### src/rtl/vga_sync.sv
// vga_sync: 640x480@60 raster timing with RGB332 output and a
// read-latency delay line. Optional colour bars: VGA_TEST_PATTERN_EN.
module vga_sync #(
    parameter int bitsPixel     = 8,
    parameter int H_VISIBLE     = 640,
    parameter int H_FRONT       = 16,
    parameter int H_SYNC        = 96,
    parameter int H_BACK        = 48,
    parameter int V_VISIBLE     = 480,
    parameter int V_FRONT       = 10,
    parameter int V_SYNC        = 2,
    parameter int V_BACK        = 33,
    parameter int PIXEL_LATENCY = 1
) (
    input  logic                 clk,
    input  logic                 rst,
    input  logic [bitsPixel-1:0] i_pixel,
`ifdef VGA_TEST_PATTERN_EN
    input  logic                 i_pattern,
`endif
    output logic                 o_hsync,
    output logic                 o_vsync,
    output logic [2:0]           o_red,
    output logic [2:0]           o_green,
    output logic [1:0]           o_blue,
    output logic                 o_pixel_en,
    output logic                 o_active,
    output logic [9:0]           o_x,
    output logic [9:0]           o_y,
    output logic                 o_frame_start
);

    localparam int H_TOTAL = H_VISIBLE + H_FRONT + H_SYNC + H_BACK;
    localparam int V_TOTAL = V_VISIBLE + V_FRONT + V_SYNC + V_BACK;

    localparam logic [9:0] H_LAST = 10'(H_TOTAL - 1);
    localparam logic [9:0] V_LAST = 10'(V_TOTAL - 1);
    localparam logic [9:0] H_VIS  = 10'(H_VISIBLE);
    localparam logic [9:0] V_VIS  = 10'(V_VISIBLE);
    localparam logic [9:0] HS_BEG = 10'(H_VISIBLE + H_FRONT);
    localparam logic [9:0] HS_END = 10'(H_VISIBLE + H_FRONT + H_SYNC);
    localparam logic [9:0] VS_BEG = 10'(V_VISIBLE + V_FRONT);
    localparam logic [9:0] VS_END = 10'(V_VISIBLE + V_FRONT + V_SYNC);

    // Delay word: [0]=active [1]=hs [2]=vs, plus [3]=pattern [6:4]=bar.
`ifdef VGA_TEST_PATTERN_EN
    localparam int DW = 7;
`else
    localparam int DW = 3;
`endif
    localparam logic [DW-1:0] DL_RST = DW'(3'b110);

    logic          r_pix_en;
    logic [9:0]    r_h;
    logic [9:0]    r_v;
    logic          w_active0;
    logic          w_hs0;
    logic          w_vs0;
    logic [DW-1:0] w_s0;
    logic [DW-1:0] w_sd;
    logic          r_hsync;
    logic          r_vsync;
    logic [2:0]    r_red;
    logic [2:0]    r_green;
    logic [1:0]    r_blue;
    logic [2:0]    w_red;
    logic [2:0]    w_green;
    logic [1:0]    w_blue;

    // Divide-by-2 pixel enable; low in the first cycle after reset.
    always_ff @(posedge clk or posedge rst) begin
        if (rst) begin
            r_pix_en <= 1'b0;
        end else begin
            r_pix_en <= ~r_pix_en;
        end
    end

    // Raster counters; out-of-range values fall back to 0.
    always_ff @(posedge clk or posedge rst) begin
        if (rst) begin
            r_h <= '0;
            r_v <= '0;
        end else if (r_pix_en) begin
            if (r_h >= H_LAST) begin
                r_h <= '0;
                if (r_v >= V_LAST) begin
                    r_v <= '0;
                end else begin
                    r_v <= r_v + 10'd1;
                end
            end else begin
                r_h <= r_h + 10'd1;
                if (r_v > V_LAST) begin
                    r_v <= '0;
                end
            end
        end
    end

    assign w_active0 = (r_h < H_VIS) && (r_v < V_VIS);
    assign w_hs0     = !((r_h >= HS_BEG) && (r_h < HS_END));
    assign w_vs0     = !((r_v >= VS_BEG) && (r_v < VS_END));

`ifdef VGA_TEST_PATTERN_EN
    logic [2:0] w_bar;

    // Bar index: eight 80-pixel columns across the visible line.
    always_comb begin
        w_bar = 3'd0;
        for (int k = 1; k < 8; k++) begin
            if (r_h >= 10'(k * 80)) begin
                w_bar = 3'(k);
            end
        end
    end

    assign w_s0 = {w_bar, i_pattern, w_vs0, w_hs0, w_active0};
`else
    assign w_s0 = {w_vs0, w_hs0, w_active0};
`endif

    generate
        if (PIXEL_LATENCY == 0) begin : g_nodl
            assign w_sd = w_s0;
        end else begin : g_dl
            logic [DW-1:0] r_dl [PIXEL_LATENCY];

            // Clk-rate shift line matching the frame-buffer read latency.
            always_ff @(posedge clk or posedge rst) begin
                if (rst) begin
                    for (int i = 0; i < PIXEL_LATENCY; i++) begin
                        r_dl[i] <= DL_RST;
                    end
                end else begin
                    r_dl[0] <= w_s0;
                    for (int i = 1; i < PIXEL_LATENCY; i++) begin
                        r_dl[i] <= r_dl[i-1];
                    end
                end
            end

            assign w_sd = r_dl[PIXEL_LATENCY-1];
        end
    endgenerate

    // Colour source: frame-buffer pixel, or a bar when the pattern is on.
    always_comb begin
        w_red   = i_pixel[7:5];
        w_green = i_pixel[4:2];
        w_blue  = i_pixel[1:0];
`ifdef VGA_TEST_PATTERN_EN
        if (w_sd[3]) begin
            w_red   = {3{w_sd[6]}};
            w_green = {3{w_sd[5]}};
            w_blue  = {2{w_sd[4]}};
        end
`endif
    end

    // Pin register, updated every clk so each pixel is held 2 clocks.
    always_ff @(posedge clk or posedge rst) begin
        if (rst) begin
            r_hsync <= 1'b1;
            r_vsync <= 1'b1;
            r_red   <= '0;
            r_green <= '0;
            r_blue  <= '0;
        end else begin
            r_hsync <= w_sd[1];
            r_vsync <= w_sd[2];
            if (w_sd[0]) begin
                r_red   <= w_red;
                r_green <= w_green;
                r_blue  <= w_blue;
            end else begin
                r_red   <= '0;
                r_green <= '0;
                r_blue  <= '0;
            end
        end
    end

    assign o_hsync       = r_hsync;
    assign o_vsync       = r_vsync;
    assign o_red         = r_red;
    assign o_green       = r_green;
    assign o_blue        = r_blue;
    assign o_pixel_en    = r_pix_en;
    assign o_active      = w_active0;
    assign o_x           = w_active0 ? r_h : 10'd0;
    assign o_y           = w_active0 ? r_v : 10'd0;
    assign o_frame_start = r_pix_en && (r_h == 10'd0) && (r_v == 10'd0);

endmodule
### config.mk
export PLATFORM = sky130hd
export DESIGN_NAME = vga_sync
export DESIGN_NICKNAME = d
export VERILOG_FILES = /design/src/rtl/vga_sync.sv
export SDC_FILE = /design/constraint.sdc
export NUM_CORES = 1
export LEC_CHECK = 0
export ABC_AREA = 0
export BUFFER_PORTS_ARGS = -buffer_cell sky130_fd_sc_hd__clkbuf_2
export CAP_MARGIN = 0
export CORE_ASPECT_RATIO = 1.1
export CORE_MARGIN = 10
export CORE_UTILIZATION = 41
export CTS_CLUSTER_DIAMETER = 80
export DETAILED_ROUTE_END_ITERATION = 16
export HOLD_SLACK_MARGIN = 0.08
export PLACE_DENSITY_LB_ADDON = 0.1
export SYNTH_ARGS = -nofsm -noshare
export SYNTH_HDL_FRONTEND = slang
export SYNTH_SLANG_ARGS = --single-unit
### constraint.sdc
create_clock -name clk -period 1.4 [get_ports clk]
set_input_delay 0.14 -clock clk [delete_from_list [all_inputs] [get_ports clk]]
set_output_delay 0.14 -clock clk [all_outputs]
set_load 0.05 [all_outputs]
==> metrics.md <==
| Metric | Value |
|---|---|
| Min-delay worst type | in -> reg |
| Violations in the final reports | setup timing |
| Layout Cells excl Fill | 344 |
| Post-Synth XOR/XNOR Area | 0.0333 |
| H-tree depth | 2 |
| Outcome | complete, but fails checks |
| Average cell area after synthesis | about 10 µm² |
| Hold WS | a little over 0.07 ns |
| Die Y | roughly 90 µm |
| Commonest non-fill, non-tap cells in the layout | buf_4 (44), dfrtp_1 (29), clkbuf_2 (20), buf_12 (16) |
| Placement row count | 25 |
| Max clock buf depth | 2 |
| Fin crit share | 1.43 |
| Area of the multi-input gates | between 0.001 and 0.0015 mm² |
| Vias in the first global route | approximately 2k |
| Final min period | 2.00 ns |
| Worst path arrival time | between 1.5 and 2 ns |
| Drt total wl | ~6700 µm |
| Cells after Synth | between 150 and 200 |
| Yosys reg bits | 34 |
| Share of post-route cells with drive strength above 1 | 0.586 |
| Drt pass-1 iters | 5 |
| Post-DRT Antenna Nets | 0 |
| Worst-path maximum fanout | 3 |
| Routed vias/inst | 5.49 |
| Register Area | approximately 860 µm² |
| Residual DRC | 0 |
| Largest family of logic cells by synthesized area | simple AND/OR/NAND/NOR gates |
| Clk sinks | 34 |
| Hold Violations, Final | 0 |
| Total gr overflow | 0 |
| GPL Wtd Cong | 0.893 |
| IO Count | between 40 and 50 |
| Starting density of the core | 0.427 |
| Worst-path clk slew | approximately 0.08 ns |
| Slew Viols, Final | 0 |
| Die W | 83.9 µm |
| Number of antenna violations at the first check in global routing | 0 |
| Root Driver | clkbuf_8 |
| Max Cap Violations | 0 |
| Final setup margin | -0.601 ns |
| Mux cell area share after synthesis | 0.0109 |
| Setup repair after global routing missed its margin | true |
| CTS buffer count | 5 |
| Antenna Cells | 0 |
| Die area | ~0.0076 mm² |
| Leak | about 1.4 nW |
| Reg2reg path depth | 7 |
| Slew margin rel. | 0.671 |
| Max Fclk | 0.500 GHz |
| Cell Area, Synth | approximately 0.0018 mm² |
| Max IR drop VDD | between 0.5 and 0.6 mV |
| Placed insts | around 310 |
| Setup violators final | 41 |
| WP data required | 1.26 ns |
| Wirelength per Cell | a little under 20 µm |
| Compound-Gate Fraction of Synth Area | 0.104 |
| Worst hold stages | 2 |
| Commonest non-fill, non-tap cell in the layout | buf_4 |
| Number of DRC markers in iteration 0 | ~110 |
| Vias | between 1.5k and 2k |
| Synthesized net count | around 200 |
| GRT Total Usage | 0.171 |
| Clk_skew | about 0.012 ns |
| Synth unique cells | 39 |
| RR Startpoint | r_h[0] |
| Area delta synth->final | 84.2% |
| First-pass GRT wire length | 10,700 µm |
| Cell Pwr Density | about 610 mW/mm² |
| Crit path kind | reg -> out |
| Synth Area in Adders | 0.0272 |
| I/O Buffers | ~40 |
| Fillcell total | ~260 |
| CTS tree | done |
| Critical Path Start Type | flip-flop |
| Post-synthesis simple-gate area fraction | 0.283 |
| Slew @ Worst Pin | 0.488 ns |
| Synth warn | 0 |
| Start point of the critical path | r_h[0] |
| Sequential area share after synthesis | 0.465 |
| HPWL after DPL | 4210 µm |
| Core area | ~0.0043 mm² |
| Power Total | roughly 0.0021 W |
| Endpoint class of the critical path | output port |
| Worst-Skew Late Latency | ~0.29 ns |
| Final nets | 303 |
| Worst Min Path Start | i_pixel[6] |
| Maximum number of pins on one net before global-route repair | 18 |
[worst max-delay path, stage by stage, from the launching register on]
cell	delay, ns
dfrtp_1	0.40
inv_2	0.09
ha_4	0.12
nor4bb_1	0.25
nand4_1	0.17
nor4_4	0.36
buf_12	0.18
[logic make-up (layout without fill, tap and decap cells)]
| kind of cell | Yosys count | after routing |
|---|---|---|
| AND/OR/NAND/NOR | 87 | 88 |
| flip-flops | 34 | 34 |
| buffers and inverters | 27 | 130 |
| AO/OA/AOI/OAI | 23 | 24 |
| XOR/XNOR | 7 | 7 |
| adder cells (fa/ha/maj) | 4 | 4 |
| multiplexers | 2 | 2 |
| other | 1 | 1 |
[cell type report]
type | instances | area share
inverter | 14 | 0.0155
sequential | 34 | 0.253
multi-input combinational | 126 | 0.354
clock buffer | 5 | 0.0203
clock inverter | 3 | 0.0133
timing repair buffer | 108 | 0.324
tap | 54 | 0.0199
[final timing paths]
kind	slack, ns	end
min in group asynchronous	0.44	r_h[7]
max in group asynchronous	0.70	g_dl.r_dl[2]
hold reg to reg	0.36	o_hsync
setup / recovery	-0.60	o_frame_start
setup reg to reg	-0.34	r_v[0]
hold / removal	0.07	o_red[1]
[what timing repair did]
action	CTS	global route
gates resized for setup	46	18
endpoints found under the hold margin	37	0
setup endpoints to repair	40	42
pin swaps	17	16
gates cloned	3	0
hold buffers	8	0
buffers inserted	8	5
[metal layers]
layer	global-route usage	up-vias	wire length, µm
met5	0	-	0
met4	0.0670	0	254
met3	0.0505	24	427
met2	0.318	73	3620
met1	0.171	923	2380
li1	-	868	-
[metrics by stage]
stage | TNS [ns] | util | cell area (µm²) | worst slack [ns]
finish | -12.60 | 0.786 | 3390 | -0.601
global route | -15.12 | 0.786 | 3390 | -0.666
CTS | -10.87 | 0.768 | 3310 | -0.519
detailed placement | -5.51 | 0.648 | 2800 | -0.285
global placement | -4.14 | 0.648 | 2800 | -0.178
floorplan | -6.53 | - | 2080 | -0.401
[power breakdown]
part | internal [W] | switching [W] | leakage (nW)
Combinational | 0.0000407 | 0.0000847 | 0.959
Clock | 0.000530 | 0.000408 | 0.0504
Sequential | 0.000993 | 0.00000354 | 0.423
Total | 0.00156 | 0.000496 | 1.43
[synthesized netlist by cell type]
master    instances  area, µm²
inv_1            13       48.8
o21ai_0           5       25.0
dfstp_2           4        105
a31o_2            1       8.76
nor4_4            1       21.3
nor3_1            4       20.0
buf_6             2       22.5
xnor2_1           4       35.0
nor4bb_1          1       10.0
nor2_1           13       48.8
o211ai_1          1       7.51
nand4_1           6       37.5
a31o_1            1       8.76
o21ai_1           1       5.00
ha_1              4       50.1
a21oi_1           4       20.0
xor2_1            3       26.3
buf_2             3       15.0
nand2_8           1       20.0
o21a_1            1       7.51
o221ai_2          6       90.1
a31oi_1           2       12.5
nor3_2            2       20.0
or3_1             2       12.5
nand4b_1          2       17.5
nor4_1           16        100
inv_2             1       3.75
conb_1            1       3.75
nand3_1          10       50.1
mux2i_1           2       20.0
nand2_1          10       37.5
nand3_2           1       10.0
o22ai_1           1       6.26
clkbuf_1          3       11.3
or4_1             1       7.51
dfrtp_1          30        751
and2_1           16        100
or2b_1            1       7.51
buf_4             5       37.5
[state kept, by name, summed over array words and instances (netlist names)]
register    count
r_v            10
g_dl.r_dl       3
o_blue          2
o_green         3
o_red           3
o_vsync         1
r_h            10
o_hsync         1
o_pixel_en      1
Note: power is estimated with default switching activity, not from simulation.
